`config.mk`:
```
export PLATFORM = sky130hd
export DESIGN_NAME = fpu_param_queue
export DESIGN_NICKNAME = d
export VERILOG_FILES = /design/src/rtl/fpu_param_queue.sv
export SDC_FILE = /design/constraint.sdc
export NUM_CORES = 1
export LEC_CHECK = 0
export BUFFER_PORTS_ARGS = -buffer_cell sky130_fd_sc_hd__buf_4
export CAP_MARGIN = 20
export CORE_MARGIN = 2
export CORE_UTILIZATION = 45
export DETAILED_ROUTE_END_ITERATION = 10
export GPL_ROUTABILITY_DRIVEN = 0
export HOLD_SLACK_MARGIN = 0.06
export PLACE_DENSITY = 0.66
export RECOVER_POWER = 50
export REMOVE_ABC_BUFFERS = 1
export SKIP_LAST_GASP = 1
export SLEW_MARGIN = 20
export SYNTH_ARGS = -nofsm -noshare
export SYNTH_HDL_FRONTEND = slang
export SYNTH_SLANG_ARGS = --single-unit
```
`constraint.sdc`:
```
create_clock -name clk -period 3.3 [get_ports clk]
set_input_delay 0.165 -clock clk [delete_from_list [all_inputs] [get_ports clk]]
set_output_delay 0.165 -clock clk [all_outputs]
set_load 0.02 [all_outputs]
```
`src/rtl/fpu_param_queue.sv`:
```
// Parameterised FPU parameter queue: a circular-buffer FIFO with first-word fall-through,
// a one-behind peek port, occupancy status and sticky overflow/underflow flags.
module fpu_param_queue #(
    parameter int DEPTH        = 4,
    parameter int DATA_W       = 37,
    parameter int AFULL_THRESH = DEPTH - 1
) (
    input  logic                         clk,
    input  logic                         reset_n,
    input  logic                         enqueue,
    input  logic [DATA_W-1:0]            data_in,
    input  logic                         dequeue,
    input  logic                         flush,
    input  logic                         err_clr,
    output logic [DATA_W-1:0]            data_out,
    output logic [DATA_W-1:0]            peek_out,
    output logic                         peek_valid,
    output logic                         queue_full,
    output logic                         queue_almost_full,
    output logic                         queue_empty,
    output logic [$clog2(DEPTH+1)-1:0]   queue_count,
    output logic                         overflow,
    output logic                         underflow
);

    localparam int PTR_W = $clog2(DEPTH);
    localparam int CNT_W = $clog2(DEPTH + 1);

    logic [DATA_W-1:0] mem_q [DEPTH];

    logic [PTR_W-1:0]  wr_ptr_q, wr_ptr_d;
    logic [PTR_W-1:0]  rd_ptr_q, rd_ptr_d;
    logic [PTR_W-1:0]  peek_ptr;
    logic [CNT_W-1:0]  count_q, count_d;
    logic              overflow_q, overflow_d;
    logic              underflow_q, underflow_d;

    logic              is_empty;
    logic              is_full;
    logic              enq_acc;
    logic              deq_acc;
    logic              ovf_evt;
    logic              udf_evt;

    // Status is decoded from the registered count only, never from the request inputs.
    assign is_empty = (count_q == '0);
    assign is_full  = (count_q == CNT_W'(DEPTH));

    assign deq_acc = dequeue & ~is_empty & ~flush;
    // A full queue still accepts a push when a pop is taken in the same cycle.
    assign enq_acc = enqueue & ~flush & (~is_full | deq_acc);

    assign ovf_evt = enqueue & ~flush & is_full & ~deq_acc;
    assign udf_evt = dequeue & ~flush & is_empty;

    always_comb begin
        wr_ptr_d    = wr_ptr_q;
        rd_ptr_d    = rd_ptr_q;
        count_d     = count_q;
        overflow_d  = overflow_q;
        underflow_d = underflow_q;

        if (flush) begin
            wr_ptr_d = '0;
            rd_ptr_d = '0;
            count_d  = '0;
        end else begin
            if (enq_acc) wr_ptr_d = wr_ptr_q + PTR_W'(1);
            if (deq_acc) rd_ptr_d = rd_ptr_q + PTR_W'(1);
            case ({enq_acc, deq_acc})
                2'b10:   count_d = count_q + CNT_W'(1);
                2'b01:   count_d = count_q - CNT_W'(1);
                default: count_d = count_q;
            endcase
        end

        // A fresh error event wins over a simultaneous clear.
        if (err_clr) begin
            overflow_d  = 1'b0;
            underflow_d = 1'b0;
        end
        if (ovf_evt) overflow_d  = 1'b1;
        if (udf_evt) underflow_d = 1'b1;
    end

    always_ff @(posedge clk or negedge reset_n) begin
        if (!reset_n) begin
            wr_ptr_q    <= '0;
            rd_ptr_q    <= '0;
            count_q     <= '0;
            overflow_q  <= 1'b0;
            underflow_q <= 1'b0;
        end else begin
            wr_ptr_q    <= wr_ptr_d;
            rd_ptr_q    <= rd_ptr_d;
            count_q     <= count_d;
            overflow_q  <= overflow_d;
            underflow_q <= underflow_d;
        end
    end

    // Storage has no reset so it can map onto plain distributed/LUT memory.
    always_ff @(posedge clk) begin
        if (enq_acc) mem_q[wr_ptr_q] <= data_in;
    end

    assign peek_ptr = rd_ptr_q + PTR_W'(1);

    assign queue_empty       = is_empty;
    assign queue_full        = is_full;
    assign queue_almost_full = (count_q >= CNT_W'(AFULL_THRESH));
    assign peek_valid        = (count_q >= CNT_W'(2));
    assign queue_count       = count_q;
    assign overflow          = overflow_q;
    assign underflow         = underflow_q;

    // Stale storage is masked so idle outputs read as zero.
    assign data_out = is_empty   ? '0 : mem_q[rd_ptr_q];
    assign peek_out = peek_valid ? mem_q[peek_ptr] : '0;

endmodule

```
==> flow_summary_export.csv <==
group,metric,value,unit
run_status,outcome,"finished, final reports clean",
pwr,power,5.15,mW
hold_path,holdCritPathClass,"in2reg",
synthesis,synth_top_area_frac,0.602,
floorplanning,start_util,0.463,
setup_path,path_max_fanout,39,
setup_path,critical_path_class,"reg2out",
detailed_routing,vias,4352,
layout,fin_util,0.587,
grt,antenna_found_initial,0,
floorplanning,core,15900,um2
layout,final_area,9360,um2
setup_path,cp-startpoint,"queue_count[1]",
detailed_routing,drtPass1Iterations,5,
layout,nFillCells,1271,
setup_path,worstPathArrival,2.57,ns
setup_path,r2r_end,"mem_q[3][18]",
synthesis,syn_area_per_cell,18.8,um2
hold_path,holdPathEnd,"overflow",
detailed_routing,wire_per_inst,19.7,um
grt,grt_max_degree,58,
layout,syn_to_final_growth,26.7,%
synthesis,synth_top_family_by_area,"multiplexers",
floorplanning,io-pin-count,126,
cts,cts.clk_slew.worst_paths,0.06,ns
sta,skew,0.00828,ns
layout,final_nets,608,
pwr,leakage,3.14,nW
detailed_routing,via_per_inst,5.52,
synthesis,synth_compound_area_frac,0.0135,
sta,slew-limit-headroom,0.275,
sta,setup_viol,0,
layout,diodes,0,
job,cap_violations,0,
sta,slew_viol_final,0,
synthesis,synthMuxAreaShare,0.227,
sta,timing.final.crit_period,2.73,ns
synthesis,synthFlopType,"edfxtp_1",
detailed_routing,drt_iter0_markers,226,
grt,grt.total_usage,0.187,
pwr,peakVddDrop,0.000370,V
hold_path,hold-path-cell-count,3,
floorplanning,dieWidth,132,um
sta,max_clock_freq,0.366,GHz
floorplanning,rows,46,
sta,tightestPinTransition,1.09,ns
placed_design,io_buffers,125,
cts,ctsResizeCount,0,
cts,cts.sinks,157,
synthesis,synth_cell_types,38,
setup_path,reg2regPathDepth,4,
cts,ctsHoldBuffers,40,
synthesis,ys_seq_area_frac,0.632,
synthesis,syn-instance-count,393,
floorplanning,die-height,132,um
cts,postCtsSetupBuffers,0,
placed_design,hpwl,10100,um
sta,hold_violations,0,
detailed_routing,drc_errors,0,
cts,cts_tree,"done",
setup_path,critical_path.startpoint_type,"register",
cts,clock_path_buffers,2,
synthesis,synthTopCellsByCount,"148 x edfxtp_1, 74 x mux4_2, 74 x nor2b_1",
grt,grt_overflow,0,
synthesis,syn_area,7390,um2
synthesis,synth-seq-cells,157,
synthesis,ys_warn_count,0,
synthesis,synth.area.top_cells,"edfxtp_1 60%, mux4_2 23%, nor2b_1 6.3%",
grt,grt_pass1_wl,24900,um
cts,cts-root-buf,"clkbuf_16",
hold_path,hp-start,"enqueue",
synthesis,synth_fa_ha_area_frac,0.00948,
synthesis,synth_edf_count,148,
floorplanning,die_area,17500,um2
synthesis,yosysMostFrequentCell,"edfxtp_1",
setup_path,critPathCaptureType,"primary output",
synthesis,synthSimpleGateAreaFrac,0.0845,
setup_path,required,3.13,ns
cts,htree_levels,4,
sta,post-route-period-util,0.829,
setup_path,r2r-start,"queue_count[1]",
setup_path,regToRegSetupSlack,0.87,ns
pwr,powerDensity,550,nW/um2
synthesis,yosysTopAreaCell,"edfxtp_1",
grt,first_global_vias,4496,
synthesis,synth-xor-area-share,0.00474,
layout,drive_gt1_frac,0.353,
detailed_routing,drt_wl_total,15500,um
placed_design,place_area,8600,um2
cts,clk_latency,0.41,ns
detailed_routing,final_antenna_net_count,0,
sta,rsz0062_at_grt,"false",
cts,cts_inserted_buffers,17,
synthesis,synth-async-reset-ratio,0.0573,
[cells by family after synthesis]
| group | after synthesis |
|---|---|
| muxes | 75 |
| xor gates and xnor gates | 4 |
| and+or+nand+nor | 99 |
| AOI/OAI and AO/OA | 15 |
| buffers and inverters | 38 |
| DFF | 157 |
| adders and majority gates | 5 |
[critical path, cell delays in order, from the launching register on]
cell	delay [ns]
dfrtp_1	0.55
nor3_1	0.30
clkbuf_2	0.87
nor2b_1	0.19
buf_4	0.23
[registers in the layout, summed over array words and instances, names as in the netlist]
signal and flops:
queue_count 3, wr_ptr_q 2, rd_ptr_q 2, mem_q 148, overflow 1, underflow 1
[cell usage in the layout (no fill, tap or decap), types with 2 or more instances in the layout]
| master | n |
|---|---|
| a21oi_1 | 3 |
| and2_0 | 2 |
| and2_2 | 3 |
| buf_12 | 5 |
| buf_4 | 88 |
| bufinv_16 | 2 |
| clkbuf_1 | 45 |
| clkbuf_16 | 17 |
| clkinv_1 | 3 |
| clkinv_2 | 5 |
| clkinvlp_4 | 3 |
| dfrtp_1 | 7 |
| dfrtp_4 | 2 |
| dlygate4sd3_1 | 40 |
| edfxtp_1 | 148 |
| ha_1 | 4 |
| inv_1 | 8 |
| mux4_2 | 74 |
| nand2_1 | 2 |
| nand3_1 | 2 |
| nand3b_1 | 2 |
| nor2_1 | 5 |
| nor2b_1 | 74 |
| nor3_1 | 3 |
| o21ai_1 | 2 |
| xor2_1 | 3 |
[worst max-delay path by stage]
| stage | endpoint |
|---|---|
| after global routing | data_out[34] |
| final | data_out[23] |
| after detailed placement | mem_q[3][19] |
| after CTS | data_out[2] |
| after floorplan | data_out[36] |
| after global placement | mem_q[3][29] |
[metrics by stage]
| step | setup slack [ns] | cells | setup TNS (ns) | hold WS, ns |
|---|---|---|---|---|
| after floorplan | -0.674 | 363 | -47.28 | -0.131 |
| after global placement | 1.12 | 717 | 0 | 0.00175 |
| after detailed placement | 0.990 | 717 | 0 | 0.00117 |
| after CTS | 0.641 | 789 | 0 | 0.0672 |
| after global routing | 0.402 | 789 | 0 | 0.0859 |
| final | 0.565 | 789 | 0 | 0.0864 |
[layer usage]
metal	GRT usage	up-vias	routed length, um
met2	0.287	156	7430
met3	0.0542	11	1040
met5	0	-	0
met4	0.0525	0	112
li1	-	1905	-
met1	0.263	2280	6930
[final cells by class]
class | instances | area [um2] | share of cell area
inverter | 8 | 30.0 | 0.00321
multi-input combinational | 198 | 2490 | 0.266
clock inverter | 14 | 128 | 0.0136
tap | 216 | 270 | 0.0289
timing repair buffer | 178 | 1330 | 0.142
sequential | 157 | 4680 | 0.500
clock buffer | 18 | 429 | 0.0459
[report_power, final]
group	switching [mW]	total, mW	internal (mW)
combinational	0.514	0.984	0.470
sequential	0.0928	2.34	2.25
clock	0.726	1.82	1.10
Power figures use the tool's default switching activity.
